`src/rtl/approx_eval_pkg.sv`:
```
// Shared definitions for the approximate-adder evaluation blocks:
// sweep FSM state encoding and result-width helpers derived from WIDTH.
package approx_eval_pkg;

    // Sweep controller states.
    typedef enum logic [1:0] {
        IDLE  = 2'd0,
        RUN   = 2'd1,
        DRAIN = 2'd2,
        DONE  = 2'd3
    } state_t;

    // Index counter width: both operands concatenated.
    function automatic int idx_w(input int w);
        return 2 * w;
    endfunction

    // Error-count width: must hold 2^(2w) pairs.
    function automatic int cnt_w(input int w);
        return 2 * w + 1;
    endfunction

    // Sum of absolute errors: 2^(2w) pairs of at most 2^(w+1)-1 each.
    function automatic int abs_sum_w(input int w);
        return 3 * w + 1;
    endfunction

    // Sum of squared errors: 2^(2w) pairs of at most (2^(w+1)-1)^2 each.
    function automatic int sq_sum_w(input int w);
        return 4 * w + 2;
    endfunction

endpackage

```
`src/rtl/approx_err_accum.sv`:
```
// Two-stage error datapath: stage 1 captures the adder output together with
// the exact sum of the operands that produced it; stage 2 forms the absolute
// error and updates the four error accumulators.
module approx_err_accum
    import approx_eval_pkg::*;
#(
    parameter int WIDTH = 8
) (
    input  logic                          clk,
    input  logic                          rst_n,
    input  logic                          clear,
    input  logic                          issue,
    input  logic [WIDTH-1:0]              op_a,
    input  logic [WIDTH-1:0]              op_b,
    input  logic [WIDTH:0]                sum_approx,
    output logic [cnt_w(WIDTH)-1:0]       err_count,
    output logic [WIDTH:0]                max_abs_err,
    output logic [abs_sum_w(WIDTH)-1:0]   sum_abs_err,
    output logic [sq_sum_w(WIDTH)-1:0]    sum_sq_err,
    output logic                          pipe_busy
);

    localparam int CW = cnt_w(WIDTH);
    localparam int AW = abs_sum_w(WIDTH);
    localparam int SW = sq_sum_w(WIDTH);

    logic             s1_valid;
    logic [WIDTH:0]   s1_sum;
    logic [WIDTH:0]   s1_exact;

    logic [WIDTH:0]     abs_err;
    logic [2*WIDTH+1:0] abs_ext;
    logic [2*WIDTH+1:0] sq_err;
    logic               nonzero;

    // Stage 1: sample the adder output and the exact reference for the
    // operand pair currently on op_a/op_b.
    always_ff @(posedge clk or negedge rst_n) begin
        if (!rst_n) begin
            s1_valid <= 1'b0;
            s1_sum   <= '0;
            s1_exact <= '0;
        end else begin
            s1_valid <= issue;
            s1_sum   <= sum_approx;
            s1_exact <= {1'b0, op_a} + {1'b0, op_b};
        end
    end

    // |sum_approx - exact| taken as larger minus smaller: identical to the
    // magnitude of the signed WIDTH+2-bit difference, without a negate.
    always_comb begin
        if (s1_sum >= s1_exact) begin
            abs_err = s1_sum - s1_exact;
        end else begin
            abs_err = s1_exact - s1_sum;
        end
        abs_ext = {{(WIDTH+1){1'b0}}, abs_err};
        sq_err  = abs_ext * abs_ext;
        nonzero = (abs_err != '0);
    end

    // Stage 2: accumulate; widths are sized so a full sweep cannot wrap.
    always_ff @(posedge clk or negedge rst_n) begin
        if (!rst_n) begin
            err_count   <= '0;
            max_abs_err <= '0;
            sum_abs_err <= '0;
            sum_sq_err  <= '0;
        end else if (clear) begin
            err_count   <= '0;
            max_abs_err <= '0;
            sum_abs_err <= '0;
            sum_sq_err  <= '0;
        end else if (s1_valid) begin
            err_count   <= err_count + {{(CW-1){1'b0}}, nonzero};
            sum_abs_err <= sum_abs_err + {{(AW-WIDTH-1){1'b0}}, abs_err};
            sum_sq_err  <= sum_sq_err + {{(SW-2*WIDTH-2){1'b0}}, sq_err};
            if (abs_err > max_abs_err) begin
                max_abs_err <= abs_err;
            end
        end
    end

    assign pipe_busy = s1_valid;

endmodule

```
`src/rtl/approx_adder_err_monitor.sv`:
```
// Exhaustive error-characterisation engine for an external approximate adder:
// walks every operand pair, samples the adder's sum one cycle later, and
// accumulates error statistics.
//
// Handshake: start is a single-cycle request honoured only in IDLE; busy is
// high from the cycle after start is accepted until done; done pulses for one
// cycle as busy falls, and the results are then stable until the next
// accepted start.
module approx_adder_err_monitor
    import approx_eval_pkg::*;
#(
    parameter int WIDTH = 8
) (
    input  logic                          clk,
    input  logic                          rst_n,
    input  logic                          start,
    output logic                          busy,
    output logic                          done,
    output logic [WIDTH-1:0]              op_a,
    output logic [WIDTH-1:0]              op_b,
    input  logic [WIDTH:0]                sum_approx,
    output logic [cnt_w(WIDTH)-1:0]       err_count,
    output logic [WIDTH:0]                max_abs_err,
    output logic [abs_sum_w(WIDTH)-1:0]   sum_abs_err,
    output logic [sq_sum_w(WIDTH)-1:0]    sum_sq_err,
    output state_t                        dbg_state
);

    localparam int IW = idx_w(WIDTH);
    localparam logic [IW-1:0] IDX_LAST = '1;

    state_t        state;
    logic [IW-1:0] idx;
    logic          accept;
    logic          issue;
    logic          pipe_busy;

    assign accept = start && (state == IDLE);
    assign issue  = (state == RUN);

    // Sweep controller and index generator; the index stops at the last
    // pair so op_a/op_b hold it through DRAIN and DONE.
    always_ff @(posedge clk or negedge rst_n) begin
        if (!rst_n) begin
            state <= IDLE;
            idx   <= '0;
            busy  <= 1'b0;
            done  <= 1'b0;
        end else begin
            case (state)
                IDLE: begin
                    done <= 1'b0;
                    if (start) begin
                        state <= RUN;
                        idx   <= '0;
                        busy  <= 1'b1;
                    end
                end
                RUN: begin
                    if (idx == IDX_LAST) begin
                        state <= DRAIN;
                    end else begin
                        idx <= idx + 1'b1;
                    end
                end
                DRAIN: begin
                    // The last pair is accumulated on the edge where the
                    // capture stage empties; results are final after it.
                    if (!pipe_busy) begin
                        state <= DONE;
                        done  <= 1'b1;
                        busy  <= 1'b0;
                    end
                end
                DONE: begin
                    state <= IDLE;
                    done  <= 1'b0;
                end
                default: begin
                    state <= IDLE;
                    busy  <= 1'b0;
                    done  <= 1'b0;
                end
            endcase
        end
    end

    assign op_a      = idx[WIDTH-1:0];
    assign op_b      = idx[2*WIDTH-1:WIDTH];
    assign dbg_state = state;

    approx_err_accum #(
        .WIDTH (WIDTH)
    ) u_accum (
        .clk         (clk),
        .rst_n       (rst_n),
        .clear       (accept),
        .issue       (issue),
        .op_a        (op_a),
        .op_b        (op_b),
        .sum_approx  (sum_approx),
        .err_count   (err_count),
        .max_abs_err (max_abs_err),
        .sum_abs_err (sum_abs_err),
        .sum_sq_err  (sum_sq_err),
        .pipe_busy   (pipe_busy)
    );

endmodule

```
`config.mk`:
```
export PLATFORM = sky130hd
export DESIGN_NAME = approx_adder_err_monitor
export DESIGN_NICKNAME = d
export VERILOG_FILES = /design/src/rtl/approx_eval_pkg.sv /design/src/rtl/approx_err_accum.sv /design/src/rtl/approx_adder_err_monitor.sv
export SDC_FILE = /design/constraint.sdc
export NUM_CORES = 1
export LEC_CHECK = 0
export CAP_MARGIN = 20
export CORE_ASPECT_RATIO = 0.9
export CORE_MARGIN = 5
export CORE_UTILIZATION = 40
export CTS_CLUSTER_SIZE = 20
export DETAILED_ROUTE_END_ITERATION = 6
export MAX_ROUTING_LAYER = met4
export PLACE_DENSITY = 0.7
export SLEW_MARGIN = 20
export SYNTH_ARGS = -nofsm -noshare
export SYNTH_HDL_FRONTEND = slang
export SYNTH_SLANG_ARGS = --single-unit
```
`constraint.sdc`:
```
create_clock -name clk -period 7 [get_ports clk]
set_input_delay 1.4 -clock clk [delete_from_list [all_inputs] [get_ports clk]]
set_output_delay 1.4 -clock clk [all_outputs]
set_load 0.02 [all_outputs]
```
==> impl_metrics.env, run 1 <==
export IMPL_run_status="complete, no violations"
export IMPL_antenna_diode_count=0
export IMPL_initial_core_util_pct=40.4
export IMPL_max_slew_margin_rel_pct=27.2
export IMPL_finalNonFillerCells=1715
export IMPL_layout_setup_ws_ps=43.8
export IMPL_synth_warnings=0
export IMPL_synth_fa_ha_area_share_pct=21.1
export IMPL_seq_area_frac_synth_pct=30.6
export IMPL_timing_hold_ws_ps=554
export IMPL_tightest_slew_ps=1080
export IMPL_timing_final_hold_violations=0
export IMPL_wire_per_inst_um=15.5
export IMPL_overflow=0
export IMPL_via_count=8953
export IMPL_grt_pass1_vias=9196
export IMPL_critPathLaunchType="flop"
export IMPL_insertion_delay_ps=430
export IMPL_fmaxAchievable_mhz=144
export IMPL_clk_pin_slew_worst_paths_ps=60
export IMPL_drc=0
export IMPL_die_w_um=178
export IMPL_gr_usage_all_layers_pct=19.4
export IMPL_synth_edf_count=0
export IMPL_finalWirelength_mm=26.6
export IMPL_path_buf_inv=4
export IMPL_pre_cts_ws_ps=-273
export IMPL_dp_hpwl_mm=19.1
export IMPL_place_congestion=0.891
export IMPL_cp_arrival_ps=7230
export IMPL_cp_max_fo=5
export IMPL_cts_sinks=124
export IMPL_rsz0062_at_grt="true"
export IMPL_dp_cells=1660
export IMPL_synth_seq_cells=124
export IMPL_antenna_found_initial=0
export IMPL_post_route_period_util_pct=99.4
export IMPL_coreArea_mm2=0.0250
export IMPL_dieArea_mm2=0.0286
export IMPL_synth_cell_area_mm2=0.0101
export IMPL_ctsHtreeMaxLevel=4
export IMPL_std_cell_rows=55
export IMPL_cts_buffers=17
export IMPL_cp_end_kind="flop"
export IMPL_avgSynthCellArea_um2=8.87
export IMPL_postCtsHoldBufs=0
export IMPL_final_area_mm2=0.0136
export IMPL_grt_max_degree=83
export IMPL_area_growth_pct=34.2
export IMPL_synth_top_family_by_area="adder cells"
export IMPL_cpPeakStageDelay_ps=570
export IMPL_hold_class="flop to flop"
export IMPL_setup_viol=0
export IMPL_grt_pass1_wl_mm=44.8
export IMPL_cp_top_family="adder cells"
export IMPL_muxShareOfSynthArea_pct=3.36
export IMPL_yosysTopAreaCell="dfrtp_1"
export IMPL_initialDrtViolationCount=554
export IMPL_synth_compound_area_share_pct=12.9
export IMPL_ys_flop_type="dfrtp_1"
export IMPL_portBuffers=116
export IMPL_slew_viol_final=0
export IMPL_synthTopCellsByArea="dfrtp_1, ha_1, fa_1"
export IMPL_ant_nets=0
export IMPL_die_h_um=161
export IMPL_slowest_stage="or4_4"
export IMPL_max_cap_violations=0
export IMPL_clockBufferDepth=2
export IMPL_postSynth_asyncResetShare_pct=100
export IMPL_fin_crit_ps=6960
export IMPL_syn_nets=1294
export IMPL_drive_gt1_share_pct=18.4
export IMPL_synthCells=1142
export IMPL_num_io_pins=117
export IMPL_yosys_area_share_simple_pct=18.2
export IMPL_cp_required_ps=7270
export IMPL_cpMostUsedCell="fa_1"
export IMPL_fin_skew_ps=11.3
export IMPL_synth_top_area_share_pct=30.6
export IMPL_synth_xor_area_share_pct=6.12
export IMPL_netlist_top_cells_count="inv_1, nor2_1, dfrtp_1"
export IMPL_ys_types=71
export IMPL_postPlaceCellArea_mm2=0.0124
export IMPL_post_synth_top_count_cell="inv_1"
export IMPL_worstSetupPathType="flop to flop"
export IMPL_clock_root_buffer="clkbuf_16"
export IMPL_layout_nets=1512
export IMPL_tritoncts="built"
export IMPL_via_per_inst=5.22
export IMPL_drt_pre_antenna_iters=5
[registers in the layout, summed over array words and instances (netlist names)]
| register | cells |
|---|---|
| done | 1 |
| u_accum.sum_abs_err | 25 |
| u_accum.pipe_busy | 1 |
| u_accum.max_abs_err | 9 |
| dbg_state | 2 |
| busy | 1 |
| u_accum.err_count | 17 |
| u_accum.s1_sum | 9 |
| u_accum.sum_sq_err | 34 |
| u_accum.s1_exact | 9 |
| idx | 16 |
[metal layers]
layer / global-route usage (%) / share of wire (%)
met5: - / 0
met4: 4.53 / 1.2
met3: 4.38 / 5.1
met2: 30.4 / 48
met1: 25.9 / 46
[cell usage in the layout, fill, tap and decap left out, types with 8 or more instances in the layout]
cell             synthesis  final
nand3_1                 32     32
and4_1                   9      9
clkdlybuf4s50_1          0    115
inv_2                    1     15
nand4_1                 22     22
and2_1                   9      8
a21o_1                  21     21
o21ai_0                 43     35
ha_4                     0     13
buf_4                    0    111
a21oi_2                  1      9
nand2b_1                11     11
clkbuf_16                0     17
inv_1                  164    149
mux2i_1                 25     24
or3_1                   18     17
nor4b_1                 10      9
dfrtp_1                124    123
ha_1                    91     77
nor3_1                  21     17
fa_1                    49     48
and3_1                   8      8
xnor2_1                 38     37
nand2_1                 67     63
a311oi_1                10      8
a211oi_1                12     10
a21oi_1                 62     50
xor2_1                  31     31
nor2_1                 131    125
[stage by stage]
stage               utilization, %  setup TNS (ps)
floorplan                        -               0
global placement              49.4            -958
detailed placement            49.4           -2910
CTS                           53.0           -4.05
global route                  54.3           -2020
finish                        54.3               0
[worst paths after layout]
kind                                                      end                          start  depth (start not counted)  slack [ps]
max in group asynchronous   u_accum.sum_sq_err[0]$_DFFE_PN0P_                          rst_n                          2        4790
setup / recovery           u_accum.sum_sq_err[29]$_DFFE_PN0P_  u_accum.s1_exact[6]$_DFF_PN0_                         26          40
setup reg to reg           u_accum.sum_sq_err[29]$_DFFE_PN0P_  u_accum.s1_exact[6]$_DFF_PN0_                         26          40
hold reg to reg                              done$_DFFE_PN0P_               done$_DFFE_PN0P_                          1         550
min in group asynchronous                    busy$_DFFE_PN0P_                          rst_n                          1        1010
hold / removal                               done$_DFFE_PN0P_               done$_DFFE_PN0P_                          1         550
[final cells by class]
class                   instances  area [um^2]
inverters                     166          633
clock inverters                15          163
flip-flops and latches        124         3100
fillers                      2294        11400
repair buffers                233         2060
well taps                     342          428
multi-input cells             818         6790
clock buffers                  17          425
[cells by family (layout without fill, tap and decap cells)]
family	Yosys count	after routing
compound gates	203	204
xor+xnor	70	70
fa+ha+maj	142	142
buf+inv	201	431
flops	124	124
mux	33	33
simple gates	369	369
[timing repair]
action,CTS,global route
gates cloned,1,0
endpoints found under the setup margin,17,23
setup buffers,11,11
gates resized for setup,49,56
pin swaps,31,62
Power of run 1 is left out: the tool's default activity adds up to more than one toggle a clock period on the data nets, which glitch-free logic cannot reach.
==> run 2: changes to the inputs <==
--- a/config.mk
+++ b/config.mk
@@ -11,6 +11,7 @@
 export CORE_UTILIZATION = 40
 export CTS_CLUSTER_SIZE = 20
 export DETAILED_ROUTE_END_ITERATION = 6
+export GPL_TIMING_DRIVEN = 0
 export MAX_ROUTING_LAYER = met4
 export PLACE_DENSITY = 0.7
 export SLEW_MARGIN = 20
==> run 2 against run 1 <==
Effect of this change: the flow now finishes with violations (negative setup slack); register-to-register slack got worse by 280 ps; final area decreased by 0.38%; critical path depth increased by 6; global-route usage increased by 0.88 points; first-iteration DRC count decreased by 15%; via count increased by 1.3%; clock-buffer cell count unchanged; worst setup slack got worse by 280 ps; critical endpoint is now u_accum.sum_sq_err[19]$_DFFE_PN0P_.
==> impl_metrics.env, run 2 (synthesis results as in run 1) <==
export IMPL_overflow=0
export IMPL_violations="negative setup slack"
export IMPL_finalNonFillerCells=1699
export IMPL_timing_hold_ws_ps=550
export IMPL_cts_sinks=124
export IMPL_final_area_mm2=0.0136
export IMPL_gr_usage_all_layers_pct=20.3
export IMPL_fmaxAchievable_mhz=138
export IMPL_drc=0
export IMPL_cts_buffers=17
export IMPL_max_cap_violations=0
export IMPL_slowest_stage="fa_1"
export IMPL_grtUsageMet3_pct=4.56
export IMPL_setup_viol=18
export IMPL_run_status="finished with violations"
export IMPL_clockBufferDepth=2
export IMPL_timing_final_hold_violations=0
export IMPL_dp_hpwl_mm=19.6
export IMPL_die_w_um=178
export IMPL_cp_arrival_ps=7590
export IMPL_grt_pass1_wl_mm=46.0
export IMPL_cp_end_kind="flop"
export IMPL_grt_busiest_layer="met2"
export IMPL_biggestRegsByFlops="u_accum.sum_sq_err: 34 flops, u_accum.sum_abs_err: 25 flops, u_accum.err_count: 17 flops"
export IMPL_slew_viol_final=0
export IMPL_tightest_slew_ps=1240
export IMPL_ctsHtreeMaxLevel=4
export IMPL_via_count=9065
export IMPL_grt_met2_usage_pct=31.8
export IMPL_clock_root_buffer="clkbuf_16"
export IMPL_layout_commonest_cell="inv_1"
export IMPL_insertion_delay_ps=430
export IMPL_antenna_diode_count=0
export IMPL_area_growth_pct=33.7
export IMPL_via_per_inst=5.34
export IMPL_max_slew_margin_rel_pct=17.1
export IMPL_cp_max_fo=5
export IMPL_portBuffers=116
export IMPL_antenna_found_initial=0
export IMPL_grt_max_degree=71
export IMPL_cpPeakStageDelay_ps=520
export IMPL_clk_pin_slew_worst_paths_ps=70
export IMPL_fin_crit_ps=7230
export IMPL_critPathLaunchType="flop"
export IMPL_ant_nets=0
export IMPL_wire_per_inst_um=16.6
export IMPL_postPlaceCellArea_mm2=0.0119
export IMPL_place_congestion=0.901
export IMPL_post_route_period_util_pct=103
export IMPL_drt_pre_antenna_iters=5
export IMPL_met1_usage_pct=26.7
export IMPL_die_h_um=161
export IMPL_cp_required_ps=7350
export IMPL_hold_class="flop to flop"
export IMPL_rsz0062_at_grt="true"
export IMPL_top_register="u_accum.sum_sq_err"
export IMPL_layout_nets=1496
export IMPL_dieArea_mm2=0.0286
export IMPL_drive_gt1_share_pct=16.2
export IMPL_finalWirelength_mm=28.3
export IMPL_largest_reg_flops=34
export IMPL_initial_core_util_pct=40.4
export IMPL_nFillCells=2204
export IMPL_std_cell_rows=55
export IMPL_fin_skew_ps=18.1
export IMPL_coreArea_mm2=0.0250
export IMPL_dp_cells=1601
export IMPL_initialDrtViolationCount=471
export IMPL_tritoncts="built"
export IMPL_pre_cts_ws_ps=-1230
export IMPL_num_io_pins=117
export IMPL_final_cell_mix="inv_1, nor2_1, dfrtp_1"
export IMPL_grt_pass1_vias=9084
export IMPL_layout_setup_ws_ps=-234
export IMPL_worstSetupPathType="flop to flop"
[run 2: routing by layer]
layer,vias to the layer above,part of all wire (%)
met5,-,0
met4,0,1.9
met3,45,7.4
met2,324,47
met1,4394,44
li1,4302,-
[run 2: path summary, 6_finish.rpt]
path / from / to / slack (ps) / cells after the start
max: u_accum.s1_exact[5]$_DFF_PN0_ / u_accum.sum_sq_err[19]$_DFFE_PN0P_ / -230 / 32
min: u_accum.sum_sq_err[33]$_DFFE_PN0P_ / u_accum.sum_sq_err[33]$_DFFE_PN0P_ / 550 / 2
min reg2reg: u_accum.sum_sq_err[33]$_DFFE_PN0P_ / u_accum.sum_sq_err[33]$_DFFE_PN0P_ / 550 / 2
min in group asynchronous: rst_n / dbg_state[0]$_DFFE_PN0P_ / 890 / 1
max reg2reg: u_accum.s1_exact[5]$_DFF_PN0_ / u_accum.sum_sq_err[19]$_DFFE_PN0P_ / -230 / 32
max in group asynchronous: rst_n / u_accum.sum_sq_err[3]$_DFFE_PN0P_ / 5390 / 2
[run 2: layout make-up]
cell class | count | area (um^2) | area share, %
well taps | 342 | 428 | 3.16
multi-input cells | 817 | 6880 | 50.8
repair buffers | 186 | 1750 | 12.9
flip-flops and latches | 124 | 3100 | 22.9
plain buffers | 32 | 173 | 1.27
clock buffers | 17 | 425 | 3.14
inverters | 166 | 633 | 4.67
clock inverters | 15 | 153 | 1.13
[run 2: metrics by stage]
stage	utilization [%]	setup TNS [ps]
6_report	54.1	-2400
2_1_floorplan	-	0
5_1_grt	54.1	-8120
3_3_place_gp	47.2	-105210
3_5_place_dp	47.3	-20750
4_1_cts	52.6	-806
[run 2: worst max-delay path, delay by kind of cell (launching register included)]
family                     cells  cell delay [ps]
AOI/OAI and AO/OA              8             1550
adders and majority gates      7             2940
buffers and inverters          9              630
DFF                            1              390
muxes                          1              350
and+or+nand+nor                7             1300
[run 2: timing repair]
item,4_1_cts,5_1_grt
setup buffers,47,20
hold buffers,0,0
hold endpoints to repair,0,0
pin swaps,38,61
gates cloned,2,0
setup endpoints to repair,26,24
resized for setup,80,57
Power of run 2 is left out for the same reason.
==> run 3: changes to the inputs <==
--- a/config.mk
+++ b/config.mk
@@ -5,8 +5,8 @@
 export SDC_FILE = /design/constraint.sdc
 export NUM_CORES = 1
 export LEC_CHECK = 0
-export CAP_MARGIN = 20
-export CORE_ASPECT_RATIO = 0.9
+export CAP_MARGIN = 0
+export CORE_ASPECT_RATIO = 0.75
 export CORE_MARGIN = 5
 export CORE_UTILIZATION = 40
 export CTS_CLUSTER_SIZE = 20
==> run 3 against run 2 <==
Effect of this change: the flow still finishes with violations (negative setup slack); final area about the same; global-route usage up 0.30 points; flip-flop and latch count unchanged; register-to-register slack worse by 30 ps; via count up 0.74%; cell count down 0.41%; critical path depth down 1; clock skew about the same; largest cell class unchanged.
==> impl_metrics.env, run 3 (synthesis results as in run 1) <==
export IMPL_dieArea_mm2=0.0286
export IMPL_place_congestion=0.898
export IMPL_cts_buffers=17
export IMPL_drt_pre_antenna_iters=5
export IMPL_final_core_util_pct=54.3
export IMPL_grt_pass1_wl_mm=47.2
export IMPL_top_register="u_accum.sum_sq_err"
export IMPL_final_cell_mix="inv_1, dfrtp_1, nor2_1"
export IMPL_critPathLaunchType="flop"
export IMPL_antenna_diode_count=0
export IMPL_via_count=9132
export IMPL_fin_skew_ps=18.1
export IMPL_cp_arrival_ps=7560
export IMPL_gr_usage_all_layers_pct=20.6
export IMPL_hold_class="flop to flop"
export IMPL_fmaxAchievable_mhz=138
export IMPL_timing_final_hold_violations=0
export IMPL_initial_core_util_pct=40.6
export IMPL_finalWirelength_mm=29.2
export IMPL_cp_end_kind="flop"
export IMPL_violations="negative setup slack"
export IMPL_std_cell_rows=50
export IMPL_clock_root_buffer="clkbuf_16"
export IMPL_initialDrtViolationCount=641
export IMPL_max_slew_margin_rel_pct=21.9
export IMPL_biggestRegsByFlops="u_accum.sum_sq_err: 34 flops, u_accum.sum_abs_err: 25 flops, u_accum.err_count: 17 flops"
export IMPL_largest_reg_flops=34
export IMPL_insertion_delay_ps=430
export IMPL_run_status="finished with violations"
export IMPL_tritoncts="built"
export IMPL_die_w_um=194
export IMPL_rsz0062_at_grt="true"
export IMPL_cts_sinks=124
export IMPL_cp_required_ps=7290
export IMPL_drc=0
export IMPL_dp_hpwl_mm=20.4
export IMPL_num_io_pins=117
export IMPL_layout_nets=1493
export IMPL_setup_viol=17
export IMPL_layout_commonest_cell="inv_1"
export IMPL_via_per_inst=5.40
export IMPL_drive_gt1_share_pct=16.5
export IMPL_overflow=0
export IMPL_post_route_period_util_pct=104
export IMPL_clk_pin_slew_worst_paths_ps=60
export IMPL_area_growth_pct=33.7
export IMPL_slowest_stage="fa_2"
export IMPL_ant_nets=0
export IMPL_cpPeakStageDelay_ps=570
export IMPL_grt_pass1_vias=9223
export IMPL_grt_max_degree=90
export IMPL_fin_crit_ps=7270
export IMPL_max_cap_violations=0
export IMPL_wire_per_inst_um=17.3
export IMPL_ctsHtreeMaxLevel=4
export IMPL_clockBufferDepth=2
export IMPL_cp_max_fo=5
export IMPL_postCtsHoldBufs=0
export IMPL_portBuffers=116
export IMPL_worstSetupPathType="flop to flop"
export IMPL_tightest_slew_ps=1160
export IMPL_slew_viol_final=0
export IMPL_antenna_found_initial=0
export IMPL_die_h_um=148
export IMPL_coreArea_mm2=0.0250
export IMPL_layout_setup_ws_ps=-267
-- run 3: cell count changes in the layout (fill, tap and decap cells not counted), moves of 3 or more --
cell / delta
buf_4: -10
buf_6: +8
ha_4: -6
ha_1: +4
nor2_1: -4
bufinv_16: +3
clkinv_4: -3
inv_6: -3
-- run 3: layout make-up --
class,count,area (um^2)
inverters,166,638
fillers,2180,11400
well taps,338,423
plain buffers,34,186
flip-flops and latches,124,3100
clock inverters,13,189
multi-input cells,817,6840
repair buffers,181,1720
clock buffers,19,443
-- run 3: per-stage QoR --
| stage | TNS [ps] | area (um^2) | cells | setup WS, ps | hold slack (ps) |
|---|---|---|---|---|---|
| finish | -3080 | 13500 | 1692 | -267 | 552 |
| global placement | -108320 | 11800 | 1596 | -1110 | 529 |
| CTS | -2760 | 13100 | 1666 | -234 | 552 |
| floorplan | 0 | 10200 | 1142 | 19.8 | 623 |
| global route | -8820 | 13500 | 1692 | -517 | 579 |
| detailed placement | -20810 | 11900 | 1597 | -1270 | 539 |
-- run 3: metal layers --
layer	routed length (um)	share of wire, %	GRT usage [%]	vias to the layer above
li1	-	-	-	4279
met2	13300	46	31.9	312
met5	0	0	-	-
met1	13400	46	27.6	4517
met3	2160	7.4	5.29	24
met4	316	1.1	4.28	0
-- run 3: worst max-delay path, delay by kind of cell, from the launching register on --
family          cells  cell delay [ps]
mux                 2              490
compound gates      5              900
buf+inv             9              870
flops               1              350
fa+ha+maj           7             3020
xor+xnor            1              150
simple gates        7             1340
-- run 3: path summary, 6_finish.rpt --
kind,slack (ps),endpoint,startpoint,cells past startpoint
hold reg to reg,550,u_accum.sum_sq_err[33]$_DFFE_PN0P_,u_accum.sum_sq_err[33]$_DFFE_PN0P_,2
min in group asynchronous,830,u_accum.sum_sq_err[26]$_DFFE_PN0P_,rst_n,1
setup / recovery,-270,u_accum.sum_sq_err[15]$_DFFE_PN0P_,u_accum.s1_exact[5]$_DFF_PN0_,31
setup reg to reg,-270,u_accum.sum_sq_err[15]$_DFFE_PN0P_,u_accum.s1_exact[5]$_DFF_PN0_,31
max in group asynchronous,5390,u_accum.s1_sum[2]$_DFF_PN0_,rst_n,2
hold / removal,550,u_accum.sum_sq_err[33]$_DFFE_PN0P_,u_accum.sum_sq_err[33]$_DFFE_PN0P_,2
-- run 3: what timing repair did --
action | in CTS | in global routing
gates cloned | 2 | 0
pin swaps | 68 | 60
buffers inserted | 36 | 26
endpoints found under the hold margin | 0 | 0
resized for setup | 84 | 62
setup endpoints to repair | 26 | 24
Power of run 3 is left out for the same reason.
